<file path="src/rtl/layer_sequencer_if.sv">
// rtl/layer_sequencer_if.sv - host descriptor, unified buffer, systolic and VPU signals of layer_sequencer
// master is the sequencer side; slave is the host/datapath side.
interface layer_sequencer_if;
  logic       cmd_valid_in;
  logic       cmd_ready_out;
  logic [5:0] cmd_input_addr_in;
  logic [5:0] cmd_weight_addr_in;
  logic [5:0] cmd_bias_addr_in;
  logic [5:0] cmd_out_addr_in;
  logic [5:0] cmd_rows_in;
  logic [3:0] cmd_pathway_in;

  logic       ub_rd_weight_start_out;
  logic       ub_rd_weight_transpose_out;
  logic [5:0] ub_rd_weight_addr_out;
  logic [5:0] ub_rd_weight_loc_out;
  logic       ub_rd_input_start_out;
  logic       ub_rd_input_transpose_out;
  logic [5:0] ub_rd_input_addr_out;
  logic [5:0] ub_rd_input_loc_out;
  logic       ub_rd_bias_start_out;
  logic [5:0] ub_rd_bias_addr_out;
  logic [5:0] ub_rd_bias_loc_out;
  logic [5:0] ub_wr_addr_out;
  logic       ub_wr_addr_valid_out;
  logic       sys_switch_out;
  logic [3:0] vpu_data_pathway_out;
  logic       vpu_valid_in_2;
  logic       busy_out;
  logic       done_out;
  logic       error_out;

  modport master (
    input  cmd_valid_in, cmd_input_addr_in, cmd_weight_addr_in, cmd_bias_addr_in,
           cmd_out_addr_in, cmd_rows_in, cmd_pathway_in, vpu_valid_in_2,
    output cmd_ready_out,
           ub_rd_weight_start_out, ub_rd_weight_transpose_out, ub_rd_weight_addr_out, ub_rd_weight_loc_out,
           ub_rd_input_start_out, ub_rd_input_transpose_out, ub_rd_input_addr_out, ub_rd_input_loc_out,
           ub_rd_bias_start_out, ub_rd_bias_addr_out, ub_rd_bias_loc_out,
           ub_wr_addr_out, ub_wr_addr_valid_out, sys_switch_out, vpu_data_pathway_out,
           busy_out, done_out, error_out
  );

  modport slave (
    output cmd_valid_in, cmd_input_addr_in, cmd_weight_addr_in, cmd_bias_addr_in,
           cmd_out_addr_in, cmd_rows_in, cmd_pathway_in, vpu_valid_in_2,
    input  cmd_ready_out,
           ub_rd_weight_start_out, ub_rd_weight_transpose_out, ub_rd_weight_addr_out, ub_rd_weight_loc_out,
           ub_rd_input_start_out, ub_rd_input_transpose_out, ub_rd_input_addr_out, ub_rd_input_loc_out,
           ub_rd_bias_start_out, ub_rd_bias_addr_out, ub_rd_bias_loc_out,
           ub_wr_addr_out, ub_wr_addr_valid_out, sys_switch_out, vpu_data_pathway_out,
           busy_out, done_out, error_out
  );
endinterface

</file>
<file path="src/rtl/layer_sequencer.sv">
// rtl/layer_sequencer.sv - dense-layer pass sequencer for the 2x2 TPU datapath
// Issues weight read, weight switch, input/bias reads and result address, then counts VPU beats.
module layer_sequencer #(
  parameter int W_LOAD_CYCLES = 3,
  parameter int DRAIN_TIMEOUT = 63,
  parameter bit W_TRANSPOSE   = 1'b0
) (
  input logic               clk,
  input logic               rst,
  layer_sequencer_if.master bus
);
  typedef enum logic [2:0] {S_IDLE, S_WEIGHT, S_SWITCH, S_DRAIN, S_DONE} state_t;

  localparam logic [3:0] WAIT_LAST = 4'(W_LOAD_CYCLES - 1);
  localparam logic [7:0] TMO_LAST  = 8'(DRAIN_TIMEOUT - 1);

  state_t     r_state;
  state_t     w_next;
  logic [5:0] r_input_addr;
  logic [5:0] r_weight_addr;
  logic [5:0] r_bias_addr;
  logic [5:0] r_out_addr;
  logic [5:0] r_rows;
  logic [3:0] r_pathway;
  logic [3:0] r_wait_cnt;
  logic [5:0] r_beat_cnt;
  logic [7:0] r_tmo_cnt;
  logic       r_error;

  logic w_accept;
  logic w_active;
  logic w_wait_last;
  logic w_beat_last;
  logic w_tmo_last;
  logic w_switch;

  assign w_accept    = (r_state == S_IDLE) && bus.cmd_valid_in;
  assign w_active    = (r_state != S_IDLE);
  assign w_switch    = (r_state == S_SWITCH);
  assign w_wait_last = (r_wait_cnt == WAIT_LAST);
  assign w_beat_last = (r_beat_cnt == r_rows - 6'd1);
  assign w_tmo_last  = (r_tmo_cnt == TMO_LAST);

  always_comb begin
    w_next = r_state;
    unique case (r_state)
      S_IDLE:   if (bus.cmd_valid_in) w_next = (bus.cmd_rows_in == 6'd0) ? S_DONE : S_WEIGHT;
      S_WEIGHT: if (w_wait_last) w_next = S_SWITCH;
      S_SWITCH: w_next = S_DRAIN;
      S_DRAIN: begin
        // A beat in the same cycle as the last idle tick wins over the timeout.
        if (bus.vpu_valid_in_2) begin
          if (w_beat_last) w_next = S_DONE;
        end else if (w_tmo_last) begin
          w_next = S_DONE;
        end
      end
      S_DONE:   w_next = S_IDLE;
      default:  w_next = S_IDLE;
    endcase
  end

  always_ff @(posedge clk) begin
    if (rst) begin
      r_state       <= S_IDLE;
      r_input_addr  <= 6'd0;
      r_weight_addr <= 6'd0;
      r_bias_addr   <= 6'd0;
      r_out_addr    <= 6'd0;
      r_rows        <= 6'd0;
      r_pathway     <= 4'd0;
      r_wait_cnt    <= 4'd0;
      r_beat_cnt    <= 6'd0;
      r_tmo_cnt     <= 8'd0;
      r_error       <= 1'b0;
    end else begin
      r_state <= w_next;
      if (w_accept) begin
        r_input_addr  <= bus.cmd_input_addr_in;
        r_weight_addr <= bus.cmd_weight_addr_in;
        r_bias_addr   <= bus.cmd_bias_addr_in;
        r_out_addr    <= bus.cmd_out_addr_in;
        r_rows        <= bus.cmd_rows_in;
        r_pathway     <= bus.cmd_pathway_in;
        r_error       <= 1'b0;
      end
      if (r_state == S_WEIGHT && !w_wait_last) r_wait_cnt <= r_wait_cnt + 4'd1;
      else r_wait_cnt <= 4'd0;
      if (w_switch) begin
        r_beat_cnt <= 6'd0;
        r_tmo_cnt  <= 8'd0;
      end else if (r_state == S_DRAIN) begin
        if (bus.vpu_valid_in_2) begin
          if (!w_beat_last) r_beat_cnt <= r_beat_cnt + 6'd1;
          r_tmo_cnt <= 8'd0;
        end else if (!w_tmo_last) begin
          r_tmo_cnt <= r_tmo_cnt + 8'd1;
        end else begin
          r_error <= 1'b1;
        end
      end
    end
  end

  assign bus.cmd_ready_out              = (r_state == S_IDLE);
  assign bus.busy_out                   = w_active;
  assign bus.done_out                   = (r_state == S_DONE);
  assign bus.error_out                  = (r_state == S_DONE) && r_error;
  assign bus.ub_rd_weight_start_out     = (r_state == S_WEIGHT) && (r_wait_cnt == 4'd0);
  assign bus.ub_rd_weight_transpose_out = W_TRANSPOSE;
  assign bus.ub_rd_weight_addr_out      = w_active ? r_weight_addr : 6'd0;
  assign bus.ub_rd_weight_loc_out       = w_active ? 6'd2 : 6'd0;
  assign bus.ub_rd_input_start_out      = w_switch;
  assign bus.ub_rd_input_transpose_out  = 1'b0;
  assign bus.ub_rd_input_addr_out       = w_active ? r_input_addr : 6'd0;
  assign bus.ub_rd_input_loc_out        = w_active ? r_rows : 6'd0;
  assign bus.ub_rd_bias_start_out       = w_switch;
  assign bus.ub_rd_bias_addr_out        = w_active ? r_bias_addr : 6'd0;
  assign bus.ub_rd_bias_loc_out         = w_active ? r_rows : 6'd0;
  assign bus.ub_wr_addr_out             = w_active ? r_out_addr : 6'd0;
  assign bus.ub_wr_addr_valid_out       = w_switch;
  assign bus.sys_switch_out             = w_switch;
  assign bus.vpu_data_pathway_out       = w_active ? r_pathway : 4'd0;
endmodule

</file>
<file path="src/flat_wrapper.sv">
// flat-port wrapper written by rule: the top's interface ports become plain ports
module layer_sequencer_flat 
#(
  parameter int W_LOAD_CYCLES = 3,
  parameter int DRAIN_TIMEOUT = 63,
  parameter bit W_TRANSPOSE   = 1'b0
)
  (clk, rst, bus_cmd_valid_in, bus_cmd_input_addr_in, bus_cmd_weight_addr_in, bus_cmd_bias_addr_in, bus_cmd_out_addr_in, bus_cmd_rows_in, bus_cmd_pathway_in, bus_vpu_valid_in_2, bus_cmd_ready_out, bus_ub_rd_weight_start_out, bus_ub_rd_weight_transpose_out, bus_ub_rd_weight_addr_out, bus_ub_rd_weight_loc_out, bus_ub_rd_input_start_out, bus_ub_rd_input_transpose_out, bus_ub_rd_input_addr_out, bus_ub_rd_input_loc_out, bus_ub_rd_bias_start_out, bus_ub_rd_bias_addr_out, bus_ub_rd_bias_loc_out, bus_ub_wr_addr_out, bus_ub_wr_addr_valid_out, bus_sys_switch_out, bus_vpu_data_pathway_out, bus_busy_out, bus_done_out, bus_error_out);
  layer_sequencer_if bus_i ();
  input logic clk;
  input logic rst;
  input wire logic [$bits(bus_i.cmd_valid_in)-1:0] bus_cmd_valid_in;
  input wire logic [$bits(bus_i.cmd_input_addr_in)-1:0] bus_cmd_input_addr_in;
  input wire logic [$bits(bus_i.cmd_weight_addr_in)-1:0] bus_cmd_weight_addr_in;
  input wire logic [$bits(bus_i.cmd_bias_addr_in)-1:0] bus_cmd_bias_addr_in;
  input wire logic [$bits(bus_i.cmd_out_addr_in)-1:0] bus_cmd_out_addr_in;
  input wire logic [$bits(bus_i.cmd_rows_in)-1:0] bus_cmd_rows_in;
  input wire logic [$bits(bus_i.cmd_pathway_in)-1:0] bus_cmd_pathway_in;
  input wire logic [$bits(bus_i.vpu_valid_in_2)-1:0] bus_vpu_valid_in_2;
  output wire logic [$bits(bus_i.cmd_ready_out)-1:0] bus_cmd_ready_out;
  output wire logic [$bits(bus_i.ub_rd_weight_start_out)-1:0] bus_ub_rd_weight_start_out;
  output wire logic [$bits(bus_i.ub_rd_weight_transpose_out)-1:0] bus_ub_rd_weight_transpose_out;
  output wire logic [$bits(bus_i.ub_rd_weight_addr_out)-1:0] bus_ub_rd_weight_addr_out;
  output wire logic [$bits(bus_i.ub_rd_weight_loc_out)-1:0] bus_ub_rd_weight_loc_out;
  output wire logic [$bits(bus_i.ub_rd_input_start_out)-1:0] bus_ub_rd_input_start_out;
  output wire logic [$bits(bus_i.ub_rd_input_transpose_out)-1:0] bus_ub_rd_input_transpose_out;
  output wire logic [$bits(bus_i.ub_rd_input_addr_out)-1:0] bus_ub_rd_input_addr_out;
  output wire logic [$bits(bus_i.ub_rd_input_loc_out)-1:0] bus_ub_rd_input_loc_out;
  output wire logic [$bits(bus_i.ub_rd_bias_start_out)-1:0] bus_ub_rd_bias_start_out;
  output wire logic [$bits(bus_i.ub_rd_bias_addr_out)-1:0] bus_ub_rd_bias_addr_out;
  output wire logic [$bits(bus_i.ub_rd_bias_loc_out)-1:0] bus_ub_rd_bias_loc_out;
  output wire logic [$bits(bus_i.ub_wr_addr_out)-1:0] bus_ub_wr_addr_out;
  output wire logic [$bits(bus_i.ub_wr_addr_valid_out)-1:0] bus_ub_wr_addr_valid_out;
  output wire logic [$bits(bus_i.sys_switch_out)-1:0] bus_sys_switch_out;
  output wire logic [$bits(bus_i.vpu_data_pathway_out)-1:0] bus_vpu_data_pathway_out;
  output wire logic [$bits(bus_i.busy_out)-1:0] bus_busy_out;
  output wire logic [$bits(bus_i.done_out)-1:0] bus_done_out;
  output wire logic [$bits(bus_i.error_out)-1:0] bus_error_out;
  assign bus_i.cmd_valid_in = bus_cmd_valid_in;
  assign bus_i.cmd_input_addr_in = bus_cmd_input_addr_in;
  assign bus_i.cmd_weight_addr_in = bus_cmd_weight_addr_in;
  assign bus_i.cmd_bias_addr_in = bus_cmd_bias_addr_in;
  assign bus_i.cmd_out_addr_in = bus_cmd_out_addr_in;
  assign bus_i.cmd_rows_in = bus_cmd_rows_in;
  assign bus_i.cmd_pathway_in = bus_cmd_pathway_in;
  assign bus_i.vpu_valid_in_2 = bus_vpu_valid_in_2;
  assign bus_cmd_ready_out = bus_i.cmd_ready_out;
  assign bus_ub_rd_weight_start_out = bus_i.ub_rd_weight_start_out;
  assign bus_ub_rd_weight_transpose_out = bus_i.ub_rd_weight_transpose_out;
  assign bus_ub_rd_weight_addr_out = bus_i.ub_rd_weight_addr_out;
  assign bus_ub_rd_weight_loc_out = bus_i.ub_rd_weight_loc_out;
  assign bus_ub_rd_input_start_out = bus_i.ub_rd_input_start_out;
  assign bus_ub_rd_input_transpose_out = bus_i.ub_rd_input_transpose_out;
  assign bus_ub_rd_input_addr_out = bus_i.ub_rd_input_addr_out;
  assign bus_ub_rd_input_loc_out = bus_i.ub_rd_input_loc_out;
  assign bus_ub_rd_bias_start_out = bus_i.ub_rd_bias_start_out;
  assign bus_ub_rd_bias_addr_out = bus_i.ub_rd_bias_addr_out;
  assign bus_ub_rd_bias_loc_out = bus_i.ub_rd_bias_loc_out;
  assign bus_ub_wr_addr_out = bus_i.ub_wr_addr_out;
  assign bus_ub_wr_addr_valid_out = bus_i.ub_wr_addr_valid_out;
  assign bus_sys_switch_out = bus_i.sys_switch_out;
  assign bus_vpu_data_pathway_out = bus_i.vpu_data_pathway_out;
  assign bus_busy_out = bus_i.busy_out;
  assign bus_done_out = bus_i.done_out;
  assign bus_error_out = bus_i.error_out;
  layer_sequencer #(.W_LOAD_CYCLES(W_LOAD_CYCLES), .DRAIN_TIMEOUT(DRAIN_TIMEOUT), .W_TRANSPOSE(W_TRANSPOSE)) u_core (.clk(clk), .rst(rst), .bus(bus_i));
endmodule
</file>
<file path="config.mk">
export PLATFORM = sky130hd
export DESIGN_NAME = layer_sequencer_flat
export DESIGN_NICKNAME = d
export VERILOG_FILES = /design/src/rtl/layer_sequencer_if.sv /design/src/rtl/layer_sequencer.sv /design/src/flat_wrapper.sv
export SDC_FILE = /design/constraint.sdc
export NUM_CORES = 1
export LEC_CHECK = 0
export BUFFER_PORTS_ARGS = -buffer_cell sky130_fd_sc_hd__buf_2
export CAP_MARGIN = 30
export CORE_ASPECT_RATIO = 0.5
export CORE_MARGIN = 2
export CORE_UTILIZATION = 40
export DETAILED_ROUTE_END_ITERATION = 7
export PLACE_DENSITY = 0.75
export SYNTH_ARGS = -nofsm -noshare
export SYNTH_HDL_FRONTEND = slang
export SYNTH_SLANG_ARGS = --single-unit
</file>
<file path="constraint.sdc">
create_clock -name clk -period 1.95 [get_ports clk]
set_clock_uncertainty 0.15 [all_clocks]
set_input_delay 0.585 -clock clk [delete_from_list [all_inputs] [get_ports clk]]
set_output_delay 0.585 -clock clk [all_outputs]
set_load 0.05 [all_outputs]
</file>
==> impl_metrics.csv <==
group,metric,value,unit
clock_tree,clk_latency,0.29,ns
cells_and_area,final_cell_mix,"nand2_1, dfxtp_1, a21oi_1, buf_6, buf_2",
detailed_routing,drc,0,
setup_path,critPathRequiredTime,1.21,ns
cells_and_area,stdcell_count,573,
synthesis,syn_area_per_cell,7.76,um2
clock_tree,cts_max_path_buffers,2,
synthesis,syn_area,2900,um2
clock_tree,clkSinkCount,56,
synthesis,ys_async_sr_fraction,0,%
cells_and_area,syn2layout_area_growth,54.4,%
floorplanning,die_h,64.2,um
clock_tree,cts_tree,"built",
detailed_routing,totalWireLength,8390,um
floorplanning,rows,21,
global_routing,grt_first_pass_wirelength,12000,um
sta,period_minus_slack,2.28,ns
synthesis,ys_types,43,
synthesis,yosysSeqAreaShare,38.6,%
clock_tree,cts_root_buf,"clkbuf_16",
min_path,hold_class,"reg2reg",
synthesis,yosys_warnings,0,
cells_and_area,final_common_cell,"nand2_1",
detailed_routing,drt-vias-per-instance,5.13,
sta,layout_setup_ws,-0.332,ns
cells_and_area,drive_gt1_share,44.7,%
power_and_ir_drop,peakVddDrop,0.000537,V
setup_path,worst_setup_path_end_kind,"primary output",
floorplanning,core-area,6860,um2
detailed_routing,dr.first_iter.drc_count,113,
detailed_routing,first_pass_iters,4,
cells_and_area,nets,525,
power_and_ir_drop,leakagePower,1.89,nW
place,place_congestion,0.822,
clock_tree,clk_pin_slew_worst_paths,0.07,ns
detailed_routing,post_drt_wl_per_cell,14.6,um
detailed_routing,routed.top_layer,"met4",
sta,fin_crit_sh,117,%
sta,max_freq,438,MHz
sta,rsz0062_at_grt,"true",
global_routing,grt_max_degree,35,
power_and_ir_drop,p_per_area,990,nW/um2
detailed_routing,vias,2940,
status,violations,"setup timing",
setup_path,arrival,1.55,ns
place,placedCellCount,552,
detailed_routing,met3_length,415,um
detailed_routing,wl_met1,3510,um
setup_path,cp_max_fo,26,
synthesis,ys_seq_elements,56,
sta,setup_violations,57,
global_routing,grtUsageTotal,18.2,%
setup_path,start_kind,"flop",
detailed_routing,ant_nets,0,
status,outcome,"finished with violations",
setup_path,crit_type,"reg2out",
clock_tree,htreeDepth,2,
synthesis,synth_edf_count,0,
place,dp_hpwl,4870,um
detailed_routing,wl_met2,4180,um
global_routing,grt_pass1_vias,2609,
clock_tree,cts-buffers-inserted,5,
synthesis,syn_inst,374,
cells_and_area,fin_area,4480,um2
cells_and_area,antenna_cells,0,
floorplanning,die_w,124,um
floorplanning,initial_core_util,42.3,%
sta,slew_violations,0,
place,numPortBuffers,87,
synthesis,ys.flop_type,"dfxtp_1",
floorplanning,dieArea,7990,um2
flow_run,max_cap_viol_count,0,
place,dpl-instance-area,3660,um2
floorplanning,ioPinCount,95,
sta,finalHoldViolations,0,
global_routing,overflow,0,
global_routing,antenna_found_initial,0,
## flip-flops by register name (all words and copies together) (netlist names)
| name | flops |
|---|---|
| u_core.r_out_addr | 6 |
| u_core.r_tmo_cnt | 8 |
| u_core.r_error | 1 |
| u_core.r_input_addr | 6 |
| u_core.r_pathway | 4 |
| u_core.r_state | 3 |
| u_core.r_bias_addr | 6 |
| u_core.r_beat_cnt | 6 |
| u_core.r_weight_addr | 6 |
| u_core.r_wait_cnt | 4 |
| u_core.r_rows | 6 |
## stage by stage
stage                     util, %  setup TNS [ns]  worst slack, ns  hold slack, ns  total power, mW
after global placement       53.4           -2.09           -0.225           0.281             3.00
after detailed placement     53.4           -2.58           -0.260           0.295             3.01
final                        65.3          -12.44           -0.332           0.300             4.44
after CTS                    62.3          -12.43           -0.343           0.305             4.27
after floorplan                 -           -7.97           -0.405           0.265             2.71
after global routing         65.3          -14.80           -0.367           0.325             4.62
## cells in the mapped netlist, drive strengths merged, types with 2 or more instances
cell type  instances  share of area (%)
nand3b             3               0.78
o21ai              8                1.4
nand2             82                 11
o21bai             2               0.52
nor3               5                1.0
nand3              8                1.4
a2111o             2               0.78
mux2i              6                2.1
buf               27                6.2
or2                3               0.65
dfxtp             56                 39
a211oi             3                1.2
xor2               4                1.2
inv               10                1.3
or3                6                1.3
xnor2              6                1.8
and3               2               0.43
a21oi             49                8.5
nand4              2               0.43
clkbuf            11                1.4
nor3b              3               0.78
ha                 7                3.0
and2              34                7.3
nor2              21                2.8
nor4               2               0.43
## layer usage
layer | up-vias | GRT usage, %
met5 | - | 0
met2 | 98 | 32.5
met3 | 24 | 4.52
met1 | 1386 | 22.0
met4 | 0 | 5.20
li1 | 1432 | -
## logic make-up after synthesis
group                    count (synthesis)  share of synthesized area, %
multiplexers                             6                          2.07
other                                    1                         0.129
XOR/XNOR                                10                          3.02
AO/OA/AOI/OAI                           71                          14.4
AND/OR/NAND/NOR                        175                          29.8
adder cells (fa/ha/maj)                  7                          3.02
buffers and inverters                   48                          8.93
flip-flops                              56                          38.6
## final cells by class
type,instances,area [um2]
clock inverter,3,21.3
sequential,56,1130
tap,92,115
inverter,10,43.8
clock buffer,5,125
timing repair buffer,131,1230
multi-input combinational,276,1810
fill,526,2380
## worst max-delay path, stage by stage, from the launching register on
cell     delay [ns]
dfxtp_2        0.32
or3_4          0.41
buf_12         0.18
and2_2         0.20
buf_6          0.15
## power by group
group          internal (mW)  switching, mW
Clock                  0.480          0.427
Combinational          0.913           1.28
Sequential              1.26         0.0790
## path summary, 6_finish.rpt
check | from | endpoint | slack [ns] | depth (start not counted)
setup reg to reg | u_core.r_rows[0] | u_core.r_state[1] | -0.03 | 7
hold / removal | u_core.r_tmo_cnt[7] | u_core.r_tmo_cnt[7] | 0.30 | 1
hold reg to reg | u_core.r_tmo_cnt[7] | u_core.r_tmo_cnt[7] | 0.30 | 1
setup / recovery | u_core.r_state[1] | bus_ub_rd_bias_addr_out[5] | -0.33 | 4
## repair_timing
action | in CTS | in global routing
hold buffers | 0 | 0
resized for setup | 122 | 42
gates cloned | 0 | 0
pin swaps | 5 | 12
endpoints found under the setup margin | 54 | 66
setup buffers | 6 | 8
Power figures use the tool's default switching activity.
